`src/rtl/x9_run_sequencer_if.sv`:
```
// Run-control, branch, flag and LUT-write signals between host/decoder and x9_run_sequencer.
interface x9_run_sequencer_if #(
    parameter int unsigned D  = 12,
    parameter int unsigned LW = 4
);
    logic          req;
    logic [D-1:0]  start_addr;
    logic [D-1:0]  halt_addr;
    logic          stall;
    logic          abs_en;
    logic          rel_en;
    logic [LW-1:0] lut_idx;
    logic [D-1:0]  rel_off;
    logic          one_in;
    logic          pari_in;
    logic          sc_in;
    logic          sc_en;
    logic          sc_clr;
    logic          lut_we;
    logic [LW-1:0] lut_waddr;
    logic [D-1:0]  lut_wdata;
    logic [D-1:0]  prog_ctr;
    logic          one_q;
    logic          pari_q;
    logic          sc_q;
    logic          busy;
    logic          done;
    logic          timeout;

    modport master (
        output req, start_addr, halt_addr, stall, abs_en, rel_en, lut_idx, rel_off,
               one_in, pari_in, sc_in, sc_en, sc_clr, lut_we, lut_waddr, lut_wdata,
        input  prog_ctr, one_q, pari_q, sc_q, busy, done, timeout
    );

    modport slave (
        input  req, start_addr, halt_addr, stall, abs_en, rel_en, lut_idx, rel_off,
               one_in, pari_in, sc_in, sc_en, sc_clr, lut_we, lut_waddr, lut_wdata,
        output prog_ctr, one_q, pari_q, sc_q, busy, done, timeout
    );
endinterface

```
`src/rtl/x9_run_sequencer.sv`:
```
// X9 program counter, branch-target LUT, lagging ALU flags and req/done run control.
// Optional watchdog enabled by defining X9_WATCHDOG_EN.
module x9_run_sequencer #(
    parameter int unsigned D      = 12,
    parameter int unsigned LW     = 4,
    parameter int unsigned WD_MAX = 4095
) (
    input logic               clk,
    input logic               reset,
    x9_run_sequencer_if.slave bus
);
    localparam int unsigned LutDepth = 2 ** LW;

    typedef enum logic [1:0] {StIdle, StRun, StDone} state_e;

    state_e       state_q, state_d;
    logic [D-1:0] pc_q, pc_d;
    logic         one_q, one_d;
    logic         pari_q, pari_d;
    logic         sc_q, sc_d;
    logic         timeout_q, timeout_d;
    logic [D-1:0] lut_q [LutDepth];
    logic         wd_hit;

`ifdef X9_WATCHDOG_EN
    localparam int unsigned WdW = $clog2(WD_MAX + 1);

    logic [WdW-1:0] wd_cnt_q;

    always_ff @(posedge clk) begin
        if (reset || (state_q == StIdle && bus.req)) begin
            wd_cnt_q <= '0;
        end else if (state_q == StRun && !bus.stall) begin
            wd_cnt_q <= wd_cnt_q + WdW'(1);
        end
    end

    // Fires on the WD_MAX-th non-stalled RUN cycle.
    assign wd_hit = (wd_cnt_q == WdW'(WD_MAX - 1));
`else
    assign wd_hit = 1'b0;
`endif

    always_comb begin
        state_d   = state_q;
        pc_d      = pc_q;
        one_d     = one_q;
        pari_d    = pari_q;
        sc_d      = sc_q;
        timeout_d = timeout_q;
        unique case (state_q)
            StIdle: begin
                if (bus.req) begin
                    state_d   = StRun;
                    pc_d      = bus.start_addr;
                    one_d     = 1'b0;
                    pari_d    = 1'b0;
                    sc_d      = 1'b0;
                    timeout_d = 1'b0;
                end
            end
            StRun: begin
                if (!bus.stall) begin
                    one_d  = bus.one_in;
                    pari_d = bus.pari_in;
                    if (bus.sc_clr) begin
                        sc_d = 1'b0;
                    end else if (bus.sc_en) begin
                        sc_d = bus.sc_in;
                    end
                end
                // Halt uses the registered PC and overrides stall and the watchdog.
                if (pc_q == bus.halt_addr) begin
                    state_d = StDone;
                end else if (!bus.stall) begin
                    if (wd_hit) begin
                        state_d   = StDone;
                        timeout_d = 1'b1;
                    end else if (bus.abs_en && one_q) begin
                        pc_d = lut_q[bus.lut_idx];
                    end else if (bus.rel_en && one_q) begin
                        pc_d = pc_q + bus.rel_off;
                    end else begin
                        pc_d = pc_q + D'(1);
                    end
                end
            end
            StDone: begin
                if (!bus.req) begin
                    state_d   = StIdle;
                    timeout_d = 1'b0;
                end
            end
            default: state_d = StIdle;
        endcase
    end

    always_ff @(posedge clk) begin
        if (reset) begin
            state_q   <= StIdle;
            pc_q      <= '0;
            one_q     <= 1'b0;
            pari_q    <= 1'b0;
            sc_q      <= 1'b0;
            timeout_q <= 1'b0;
        end else begin
            state_q   <= state_d;
            pc_q      <= pc_d;
            one_q     <= one_d;
            pari_q    <= pari_d;
            sc_q      <= sc_d;
            timeout_q <= timeout_d;
        end
    end

    always_ff @(posedge clk) begin
        if (reset) begin
            for (int i = 0; i < LutDepth; i++) begin
                lut_q[i] <= '0;
            end
        end else if (bus.lut_we) begin
            lut_q[bus.lut_waddr] <= bus.lut_wdata;
        end
    end

    assign bus.prog_ctr = pc_q;
    assign bus.one_q    = one_q;
    assign bus.pari_q   = pari_q;
    assign bus.sc_q     = sc_q;
    assign bus.busy     = (state_q == StRun);
    assign bus.done     = (state_q == StDone);
    assign bus.timeout  = timeout_q;
endmodule

```
`src/flat_wrapper.sv`:
```
// flat-port wrapper written by rule: the top's interface ports become plain ports
module x9_run_sequencer_flat 
#(
    parameter int unsigned D      = 12,
    parameter int unsigned LW     = 4,
    parameter int unsigned WD_MAX = 4095
)
  (clk, reset, bus_req, bus_start_addr, bus_halt_addr, bus_stall, bus_abs_en, bus_rel_en, bus_lut_idx, bus_rel_off, bus_one_in, bus_pari_in, bus_sc_in, bus_sc_en, bus_sc_clr, bus_lut_we, bus_lut_waddr, bus_lut_wdata, bus_prog_ctr, bus_one_q, bus_pari_q, bus_sc_q, bus_busy, bus_done, bus_timeout);
  x9_run_sequencer_if #(.D(D), .LW(LW)) bus_i ();
  input logic clk;
  input logic reset;
  input wire logic [$bits(bus_i.req)-1:0] bus_req;
  input wire logic [$bits(bus_i.start_addr)-1:0] bus_start_addr;
  input wire logic [$bits(bus_i.halt_addr)-1:0] bus_halt_addr;
  input wire logic [$bits(bus_i.stall)-1:0] bus_stall;
  input wire logic [$bits(bus_i.abs_en)-1:0] bus_abs_en;
  input wire logic [$bits(bus_i.rel_en)-1:0] bus_rel_en;
  input wire logic [$bits(bus_i.lut_idx)-1:0] bus_lut_idx;
  input wire logic [$bits(bus_i.rel_off)-1:0] bus_rel_off;
  input wire logic [$bits(bus_i.one_in)-1:0] bus_one_in;
  input wire logic [$bits(bus_i.pari_in)-1:0] bus_pari_in;
  input wire logic [$bits(bus_i.sc_in)-1:0] bus_sc_in;
  input wire logic [$bits(bus_i.sc_en)-1:0] bus_sc_en;
  input wire logic [$bits(bus_i.sc_clr)-1:0] bus_sc_clr;
  input wire logic [$bits(bus_i.lut_we)-1:0] bus_lut_we;
  input wire logic [$bits(bus_i.lut_waddr)-1:0] bus_lut_waddr;
  input wire logic [$bits(bus_i.lut_wdata)-1:0] bus_lut_wdata;
  output wire logic [$bits(bus_i.prog_ctr)-1:0] bus_prog_ctr;
  output wire logic [$bits(bus_i.one_q)-1:0] bus_one_q;
  output wire logic [$bits(bus_i.pari_q)-1:0] bus_pari_q;
  output wire logic [$bits(bus_i.sc_q)-1:0] bus_sc_q;
  output wire logic [$bits(bus_i.busy)-1:0] bus_busy;
  output wire logic [$bits(bus_i.done)-1:0] bus_done;
  output wire logic [$bits(bus_i.timeout)-1:0] bus_timeout;
  assign bus_i.req = bus_req;
  assign bus_i.start_addr = bus_start_addr;
  assign bus_i.halt_addr = bus_halt_addr;
  assign bus_i.stall = bus_stall;
  assign bus_i.abs_en = bus_abs_en;
  assign bus_i.rel_en = bus_rel_en;
  assign bus_i.lut_idx = bus_lut_idx;
  assign bus_i.rel_off = bus_rel_off;
  assign bus_i.one_in = bus_one_in;
  assign bus_i.pari_in = bus_pari_in;
  assign bus_i.sc_in = bus_sc_in;
  assign bus_i.sc_en = bus_sc_en;
  assign bus_i.sc_clr = bus_sc_clr;
  assign bus_i.lut_we = bus_lut_we;
  assign bus_i.lut_waddr = bus_lut_waddr;
  assign bus_i.lut_wdata = bus_lut_wdata;
  assign bus_prog_ctr = bus_i.prog_ctr;
  assign bus_one_q = bus_i.one_q;
  assign bus_pari_q = bus_i.pari_q;
  assign bus_sc_q = bus_i.sc_q;
  assign bus_busy = bus_i.busy;
  assign bus_done = bus_i.done;
  assign bus_timeout = bus_i.timeout;
  x9_run_sequencer #(.D(D), .LW(LW), .WD_MAX(WD_MAX)) u_core (.clk(clk), .reset(reset), .bus(bus_i));
endmodule
```
`config.mk`:
```
export PLATFORM = sky130hd
export DESIGN_NAME = x9_run_sequencer_flat
export DESIGN_NICKNAME = d
export VERILOG_FILES = /design/src/rtl/x9_run_sequencer_if.sv /design/src/rtl/x9_run_sequencer.sv /design/src/flat_wrapper.sv
export SDC_FILE = /design/constraint.sdc
export NUM_CORES = 1
export LEC_CHECK = 0
export CAP_MARGIN = 20
export CELL_PAD_IN_SITES_DETAIL_PLACEMENT = 1
export CELL_PAD_IN_SITES_GLOBAL_PLACEMENT = 2
export CORE_ASPECT_RATIO = 0.5
export CORE_MARGIN = 2
export CORE_UTILIZATION = 35
export CTS_CLUSTER_SIZE = 10
export DETAILED_ROUTE_END_ITERATION = 6
export PLACE_DENSITY = 0.8
export SYNTH_ARGS = -nofsm -noshare
export SYNTH_HDL_FRONTEND = slang
export SYNTH_SLANG_ARGS = --single-unit
```
`constraint.sdc`:
```
create_clock -name clk -period 2.75 [get_ports clk]
set_clock_uncertainty 0.2 [all_clocks]
set_input_delay 0.55 -clock clk [delete_from_list [all_inputs] [get_ports clk]]
set_output_delay 0.55 -clock clk [all_outputs]
set_load 0.01 [all_outputs]
```
==> Flow_metrics.wiki, run 1 <==
{| class="wikitable"
! Metric !! Value
|-
| Sequential power share || 0.491
|-
| # nets final || 1,071
|-
| GRT Resource Usage Total || 0.209
|-
| DRC violations left || 0
|-
| 1st-iter DRT viols || 645
|-
| Total clock buffers created by CTS || 25
|-
| Number of cells traversed by the worst hold path || 2
|-
| Die Height || 127 um
|-
| N_diodes || 0
|-
| CTS Sinks || 209
|-
| Vias in the first global route || 7,927
|-
| Placed wire-length estimate || 22,900 um
|-
| Post-synth EDFFs || 192
|-
| Period utilization || 0.957
|-
| Most frequently used flop master after synthesis || sky130_fd_sc_hd__edfxtp_1
|-
| Count of unique library cells instantiated by Yosys || 60
|-
| Maximum number of pins on one net before global-route repair || 28
|-
| Most used routing layer in global routing || met2
|-
| Cell chosen for the clock root || sky130_fd_sc_hd__clkbuf_16
|-
| IO Port Bufs || 84
|-
| Worst r2r src || u_core.bus.one_q$_SDFFE_PP0P_
|-
| Global routing usage on met3 || 0.0378
|-
| Number of buffers on the longest clock path || 3
|-
| Switching Power || 1.84 mW
|-
| Leakage || 4.97 nW
|-
| Crit path capture type || flip-flop
|-
| Type of the worst setup path || input port to flip-flop
|-
| Worst reg2reg setup slack || 0.18 ns
|-
| Utilization after layout || 0.454
|-
| Deepest level of the CTS H-tree || 1
|-
| Starting Density || 0.361
|-
| Fraction of the yosys area taken by sequential cells || 0.577
|-
| Global-route wire length before repair || 49,400 um
|-
| Post-Syn Area || 10,600 um2
|-
| Detail Route Antenna Nets || 0
|-
| Number of synthesized register bits || 209
|-
| Hold path startpoint || u_core.bus.pari_q$_SDFFE_PP0P_
|-
| Routing usage on met1 || 0.279
|-
| Combinational share of power || 0.126
|-
| Post-synthesis async set-or-reset flop share || 0
|-
| Crit Reg-Reg Endpoint || u_core.bus.prog_ctr[10]$_SDFFE_PP0P_
|-
| Post-CTS clock slew at the launch and capture registers of the worst setup and hold paths || 0.06 ns
|-
| Vias per Instance || 5.34
|-
| Detailed-route via count || 7,418
|-
| Global routing met2 resource utilization || 0.353
|-
| Avg Cell Area, Syn || 12.6 um2
|-
| Setup Buffers After CTS || 0
|-
| Post-synthesis cell count || 841
|-
| IR Drop Worst-Case VDD || 0.000349 V
|-
| Arrival time at the worst endpoint || 2.83 ns
|-
| Shortest clock period the worst path allows after layout || 2.63 ns
|-
| Required arrival time at the worst endpoint || 2.95 ns
|-
| Status || complete, no violations
|-
| Per-cell routed wire length || 23.4 um
|-
| Max-capacitance violation count || 0
|-
| Clk network pwr share || 0.383
|-
| Internal power component || 5.75 mW
|-
| DP Cell Count || 1,354
|-
| Classification of the worst-slack hold path || flip-flop to flip-flop
|-
| Register-to-Register Path Depth || 10
|-
| Total length of routed wires || 32,500 um
|-
| Overflow left after global routing || 0
|-
| Area of the placeable core || 29,300 um2
|-
| Fraction of final layout cells with drive strength greater than 1 || 0.176
|-
| Routability-driven placement congestion ratio || 0.827
|-
| Clk Latency, worst-skew pair || 0.53 ns
|-
| Number of synthesis warnings || 0
|-
| Slew of the pin with the lowest slew margin || 1.13 ns
|-
| Slew HR || 0.244
|-
| Synthesized Nets || 921
|-
| Count of standard-cell rows || 44
|-
| Switching part of the total power || 0.242
|-
| Number of fill cells in the layout || 3,029
|-
| Hold Violations, Final || 0
|-
| Hold Path End || u_core.bus.pari_q$_SDFFE_PP0P_
|-
| FMAX || 0.380 GHz
|-
| Total iterations of the first detailed-routing run || 5
|-
| Total power density per cell area || 570 nW/um2
|-
| Total die area || 31,700 um2
|-
| Die X-Extent || 250 um
|-
| Io pins || 86
|-
| TritonCTS clock tree || built
|-
| Final number of setup-violating endpoints || 0
|-
| Initial antenna violation count || 2
|-
| Filler-free cell count of the finished design || 1,389
|-
| Synth-to-Final Area Change || 25.8%
|-
| Final slew viol count || 0
|-
| CP max FO || 3
|-
| Kind of start point of the critical path || input port
|}
## metrics by stage
step	area, um2	hold WS (ns)	TNS [ns]	setup WS [ns]	power [mW]
2_1_floorplan	10600	0.290	-2.27	-0.0945	4.21
3_3_place_gp	12600	0.259	-16.04	-0.486	4.70
3_5_place_dp	12600	0.277	-21.17	-0.532	4.74
4_1_cts	13300	0.286	0	0.00117	7.63
5_1_grt	13300	0.329	-0.0259	-0.0259	7.84
6_report	13300	0.279	0	0.119	7.59
## critical path, cell delays in order
cell and delay (ns):
sky130_fd_sc_hd__clkdlybuf4s50_1 0.45, sky130_fd_sc_hd__nand3b_1 0.14, sky130_fd_sc_hd__ha_2 0.20, sky130_fd_sc_hd__inv_1 0.06, sky130_fd_sc_hd__fa_2 0.36, sky130_fd_sc_hd__nand2b_4 0.16, sky130_fd_sc_hd__a21oi_4 0.16, sky130_fd_sc_hd__o211ai_1 0.13
sky130_fd_sc_hd__and4_1 0.23, sky130_fd_sc_hd__o311ai_2 0.29, sky130_fd_sc_hd__a21oi_1 0.10
## per-layer routing
metal / vias to the layer above / routed length [um]
met2: 224 / 15300
met4: 0 / 650
met5: - / 0
met3: 37 / 2270
met1: 3781 / 14300
li1: 3376 / -
## what timing repair did
action                                  CTS  global route
hold buffers                              0             0
endpoints found under the setup margin    1             6
resized for setup                         1            11
pin swaps                                 0             6
## cell usage in the layout (no fill, tap or decap), types with 7 or more instances in the layout
cell	Yosys	final
sky130_fd_sc_hd__buf_4	4	80
sky130_fd_sc_hd__nor3_1	7	7
sky130_fd_sc_hd__edfxtp_1	192	192
sky130_fd_sc_hd__mux4_2	22	22
sky130_fd_sc_hd__nor2_1	38	38
sky130_fd_sc_hd__nor2b_1	7	7
sky130_fd_sc_hd__dfxtp_1	17	16
sky130_fd_sc_hd__nand3_1	13	13
sky130_fd_sc_hd__clkbuf_16	0	25
sky130_fd_sc_hd__ha_1	11	10
sky130_fd_sc_hd__o21ai_1	1	12
sky130_fd_sc_hd__a31oi_1	8	8
sky130_fd_sc_hd__nand2_1	30	30
sky130_fd_sc_hd__a21oi_1	28	27
sky130_fd_sc_hd__buf_12	1	19
sky130_fd_sc_hd__nand2b_1	13	12
sky130_fd_sc_hd__and2_1	194	194
sky130_fd_sc_hd__o21ai_0	20	9
sky130_fd_sc_hd__clkdlybuf4s50_1	0	82
sky130_fd_sc_hd__a22oi_1	16	16
sky130_fd_sc_hd__mux2i_1	52	52
sky130_fd_sc_hd__and3_1	10	10
sky130_fd_sc_hd__xnor2_1	15	15
## synth_stat cells (all sizes together) (15+ instances only)
library cell / count / share of area
mux4: 23 / 0.049
o21ai: 21 / 0.0099
a22oi: 16 / 0.011
xnor2: 15 / 0.012
nand2: 30 / 0.011
nor2: 39 / 0.014
edfxtp: 192 / 0.54
and2: 194 / 0.11
mux2i: 52 / 0.049
buf: 22 / 0.016
dfxtp: 17 / 0.032
clkbuf: 39 / 0.014
a21oi: 28 / 0.013
## power by group through the flow
stage               Sequential [mW]  Combinational (mW)  Clock (mW)
floorplan                      3.77               0.444           0
global placement               3.77               0.926           0
detailed placement             3.79               0.946           0
CTS                            3.73               0.953        2.95
global route                   3.74                1.02        3.08
finish                         3.73               0.956        2.91
## sequential cells by signal (all words and copies together), names as in the netlist
name                 cells
u_core.bus.sc_q          1
u_core.bus.prog_ctr     12
u_core.state_q           2
u_core.bus.pari_q        1
u_core.lut_q           192
u_core.bus.one_q         1
## area by class of cell
cell class / instances / area (um2) / area share
timing repair buffer: 184 / 1840 / 0.138
inverter: 8 / 30.0 / 0.00226
sequential: 209 / 6110 / 0.459
tap: 391 / 489 / 0.0368
multi-input combinational: 563 / 4170 / 0.313
clock buffer: 31 / 648 / 0.0487
clock inverter: 3 / 33.8 / 0.00254
## logic make-up after synthesis
logic type               count (synthesis)  synth area share
other                                    1          0.000354
adder cells (fa/ha/maj)                 12            0.0149
AND/OR/NAND/NOR                        337             0.182
AO/OA/AOI/OAI                          116            0.0752
flip-flops                             209             0.577
buffers and inverters                   69            0.0328
multiplexers                            79             0.103
XOR/XNOR                                18            0.0149
## worst max-delay path by stage
stage                                           end      startpoint  slack (ns)
6_report        u_core.bus.prog_ctr[8]$_SDFFE_PP0P_  bus_rel_off[0]        0.12
5_1_grt         u_core.bus.prog_ctr[8]$_SDFFE_PP0P_  bus_rel_off[0]       -0.03
4_1_cts         u_core.bus.prog_ctr[8]$_SDFFE_PP0P_  bus_rel_off[0]       0.001
3_5_place_dp   u_core.bus.prog_ctr[10]$_SDFFE_PP0P_  bus_rel_off[0]       -0.53
3_3_place_gp   u_core.bus.prog_ctr[10]$_SDFFE_PP0P_  bus_rel_off[0]       -0.49
2_1_floorplan      u_core.lut_q[1][0]$_SDFFCE_PN0P_           reset       -0.09
(Power assumes the default switching activity.)
==> inputs of run 2 (changes only) <==
--- a/config.mk
+++ b/config.mk
@@ -13,7 +13,7 @@
 export CORE_UTILIZATION = 35
 export CTS_CLUSTER_SIZE = 10
 export DETAILED_ROUTE_END_ITERATION = 6
-export PLACE_DENSITY = 0.8
+export PLACE_DENSITY = 0.84
 export SYNTH_ARGS = -nofsm -noshare
 export SYNTH_HDL_FRONTEND = slang
 export SYNTH_SLANG_ARGS = --single-unit
==> Flow_metrics.wiki, run 2 (synthesis gave the netlist of run 1 again) <==
{| class="wikitable"
! Metric !! Value
|-
| Placed wire-length estimate || 22,800 um
|-
| Final number of setup-violating endpoints || 0
|-
| Final slew viol count || 0
|-
| CP max FO || 3
|-
| Most frequent standard cell in the layout excluding fill and tap cells || sky130_fd_sc_hd__and2_1
|-
| Io pins || 86
|-
| Arrival time at the worst endpoint || 2.81 ns
|-
| Detail Route Antenna Nets || 0
|-
| Area of the placeable core || 29,300 um2
|-
| Cell chosen for the clock root || sky130_fd_sc_hd__clkbuf_16
|-
| Cell area reported after detailed placement || 12,400 um2
|-
| Count of standard-cell rows || 44
|-
| TritonCTS clock tree || built
|-
| Total power density per cell area || 586 nW/um2
|-
| Period utilization || 0.951
|-
| Deepest level of the CTS H-tree || 1
|-
| Maximum number of pins on one net before global-route repair || 28
|-
| Vias per Instance || 5.38
|-
| Kind of start point of the critical path || input port
|-
| Number of hold-repair buffers added at the cts stage || 0
|-
| Worst r2r src || u_core.bus.one_q$_SDFFE_PP0P_
|-
| Type of the worst setup path || input port to flip-flop
|-
| Capturing instance or port of the critical path || u_core.bus.prog_ctr[8]$_SDFFE_PP0P_
|-
| # nets final || 1,066
|-
| Max-capacitance violation count || 0
|-
| Initial antenna violation count || 1
|-
| Max FFs per register || 192
|-
| Per-cell routed wire length || 23.2 um
|-
| Synth-to-Final Area Change || 24.8%
|-
| Biggest register || u_core.lut_q
|-
| Leakage || 4.93 nW
|-
| Post-CTS clock slew at the launch and capture registers of the worst setup and hold paths || 0.06 ns
|-
| FMAX || 0.382 GHz
|-
| Instance count on the critical path || 11
|-
| Vias in the first global route || 8,045
|-
| IR Drop Worst-Case VDD || 0.000304 V
|-
| Cell with the largest stage delay on the worst path || sky130_fd_sc_hd__clkdlybuf4s50_1
|-
| Fraction of final layout cells with drive strength greater than 1 || 0.176
|-
| N_diodes || 0
|-
| Final design area excluding fillers || 13,200 um2
|-
| Slew of the pin with the lowest slew margin || 1.09 ns
|-
| 1st-iter DRT viols || 550
|-
| Hold Violations, Final || 0
|-
| Crit Reg-Reg Endpoint || u_core.bus.prog_ctr[6]$_SDFFE_PP0P_
|-
| RSZ-0062 raised after global routing || false
|-
| Worst reg2reg setup slack || 0.29 ns
|-
| Total clock buffers created by CTS || 25
|-
| Commonest cells after routing, fill and taps aside || sky130_fd_sc_hd__and2_1, sky130_fd_sc_hd__edfxtp_1, sky130_fd_sc_hd__buf_4, sky130_fd_sc_hd__clkdlybuf4s50_1, sky130_fd_sc_hd__mux2i_1
|-
| IO Port Bufs || 84
|-
| Detailed-route via count || 7,452
|-
| Launch point of the worst path || bus_rel_off[0]
|-
| CTS Sinks || 209
|-
| Status || complete, no violations
|-
| Clk Latency, worst-skew pair || 0.53 ns
|-
| Die Height || 127 um
|-
| Shortest clock period the worst path allows after layout || 2.62 ns
|-
| Classification of the worst-slack hold path || flip-flop to flip-flop
|-
| Total die area || 31,700 um2
|-
| Crit path capture type || flip-flop
|-
| DRC violations left || 0
|-
| Global-route wire length before repair || 48,600 um
|-
| Min setup slack post-route || 0.134 ns
|-
| Register-to-Register Path Depth || 9
|-
| Required arrival time at the worst endpoint || 2.94 ns
|-
| Overflow left after global routing || 0
|-
| GRT Resource Usage Total || 0.203
|-
| Die X-Extent || 250 um
|-
| Pre-CTS WS || -0.566 ns
|-
| Total length of routed wires || 32,100 um
|-
| Worst path max stage delay || 0.46 ns
|-
| Critical path buffer and inverter count || 2
|-
| Slew HR || 0.270
|-
| Number of buffers on the longest clock path || 3
|-
| Starting Density || 0.361
|-
| Utilization after layout || 0.450
|-
| Routability-driven placement congestion ratio || 0.826
|-
| Total iterations of the first detailed-routing run || 5
|-
| Crit path max-delay family || compound AO/OA/AOI/OAI gates
|-
| Ordered list of cells on the worst path || clkdlybuf4s50_1, nand3b_1, ha_2, inv_1, fa_2, nand2b_4, a21oi_4, o211ai_1, and4_1, o311ai_2, a21oi_1
|}
-- run 2: cell types whose count changed in the layout (fill, tap and decap cells not counted), moves of 2 or more --
cell                        change
sky130_fd_sc_hd__buf_4          +6
sky130_fd_sc_hd__o21ai_0        +3
sky130_fd_sc_hd__buf_12        -10
sky130_fd_sc_hd__a21oi_1        -2
sky130_fd_sc_hd__bufinv_16      +2
sky130_fd_sc_hd__o21ai_1        -4
sky130_fd_sc_hd__a21oi_2        +2
-- run 2: final cells by class --
class | count | area, um2
multi-input combinational | 563 | 4180
clock buffer | 30 | 644
clock inverter | 4 | 83.8
sequential | 209 | 6110
inverter | 8 | 30.0
tap | 391 | 489
timing repair buffer | 179 | 1670
fill | 3045 | 16100
-- run 2: worst min-delay path: stages (launching register included) --
cell	delay (ns)
sky130_fd_sc_hd__dfxtp_1	0.31
sky130_fd_sc_hd__nand2b_1	0.08
sky130_fd_sc_hd__a21oi_1	0.06
-- run 2: report_power, final --
group	internal, mW	leakage (nW)	switching [mW]
sequential	3.65	1.97	0.0784
combinational	0.432	2.60	0.496
clock	1.83	0.354	1.26
total	5.91	4.93	1.83
-- run 2: how the worst min path moves through the flow --
stage / slack [ns] / startpoint / end / cells past startpoint
finish: 0.29 / u_core.bus.pari_q$_SDFFE_PP0P_ / u_core.bus.pari_q$_SDFFE_PP0P_ / 2
global route: 0.31 / u_core.bus.pari_q$_SDFFE_PP0P_ / u_core.bus.pari_q$_SDFFE_PP0P_ / 2
CTS: 0.30 / u_core.bus.pari_q$_SDFFE_PP0P_ / u_core.bus.pari_q$_SDFFE_PP0P_ / 2
detailed placement: 0.28 / u_core.bus.pari_q$_SDFFE_PP0P_ / u_core.bus.pari_q$_SDFFE_PP0P_ / 2
global placement: 0.26 / u_core.bus.pari_q$_SDFFE_PP0P_ / u_core.bus.pari_q$_SDFFE_PP0P_ / 2
floorplan: 0.29 / u_core.bus.pari_q$_SDFFE_PP0P_ / u_core.bus.pari_q$_SDFFE_PP0P_ / 2
-- run 2: timing repair --
action / in CTS / in global routing
endpoints found under the setup margin: 2 / 5
pin swaps: 0 / 11
setup buffers: 0 / 0
gates resized for setup: 2 / 14
endpoints found under the hold margin: 0 / 0
-- run 2: metrics by stage --
stage	power (mW)	hold WS, ns	instances	setup TNS, ns
floorplan	4.21	0.290	841	-2.27
global placement	4.67	0.262	1349	-18.93
detailed placement	4.71	0.283	1349	-27.90
CTS	7.79	0.295	1383	0
global route	7.99	0.306	1384	0
finish	7.74	0.290	1384	0
-- run 2: metal layers --
layer  share of wire  routed length [um]  GRT usage  vias to the layer above
met5         0.00034                  11          0                        -
met4           0.025                 811     0.0602                        2
met3           0.080                2570     0.0532                       71
met2            0.46               14800      0.335                      260
met1            0.43               13900      0.265                     3751
li1                -                   -          -                     3368
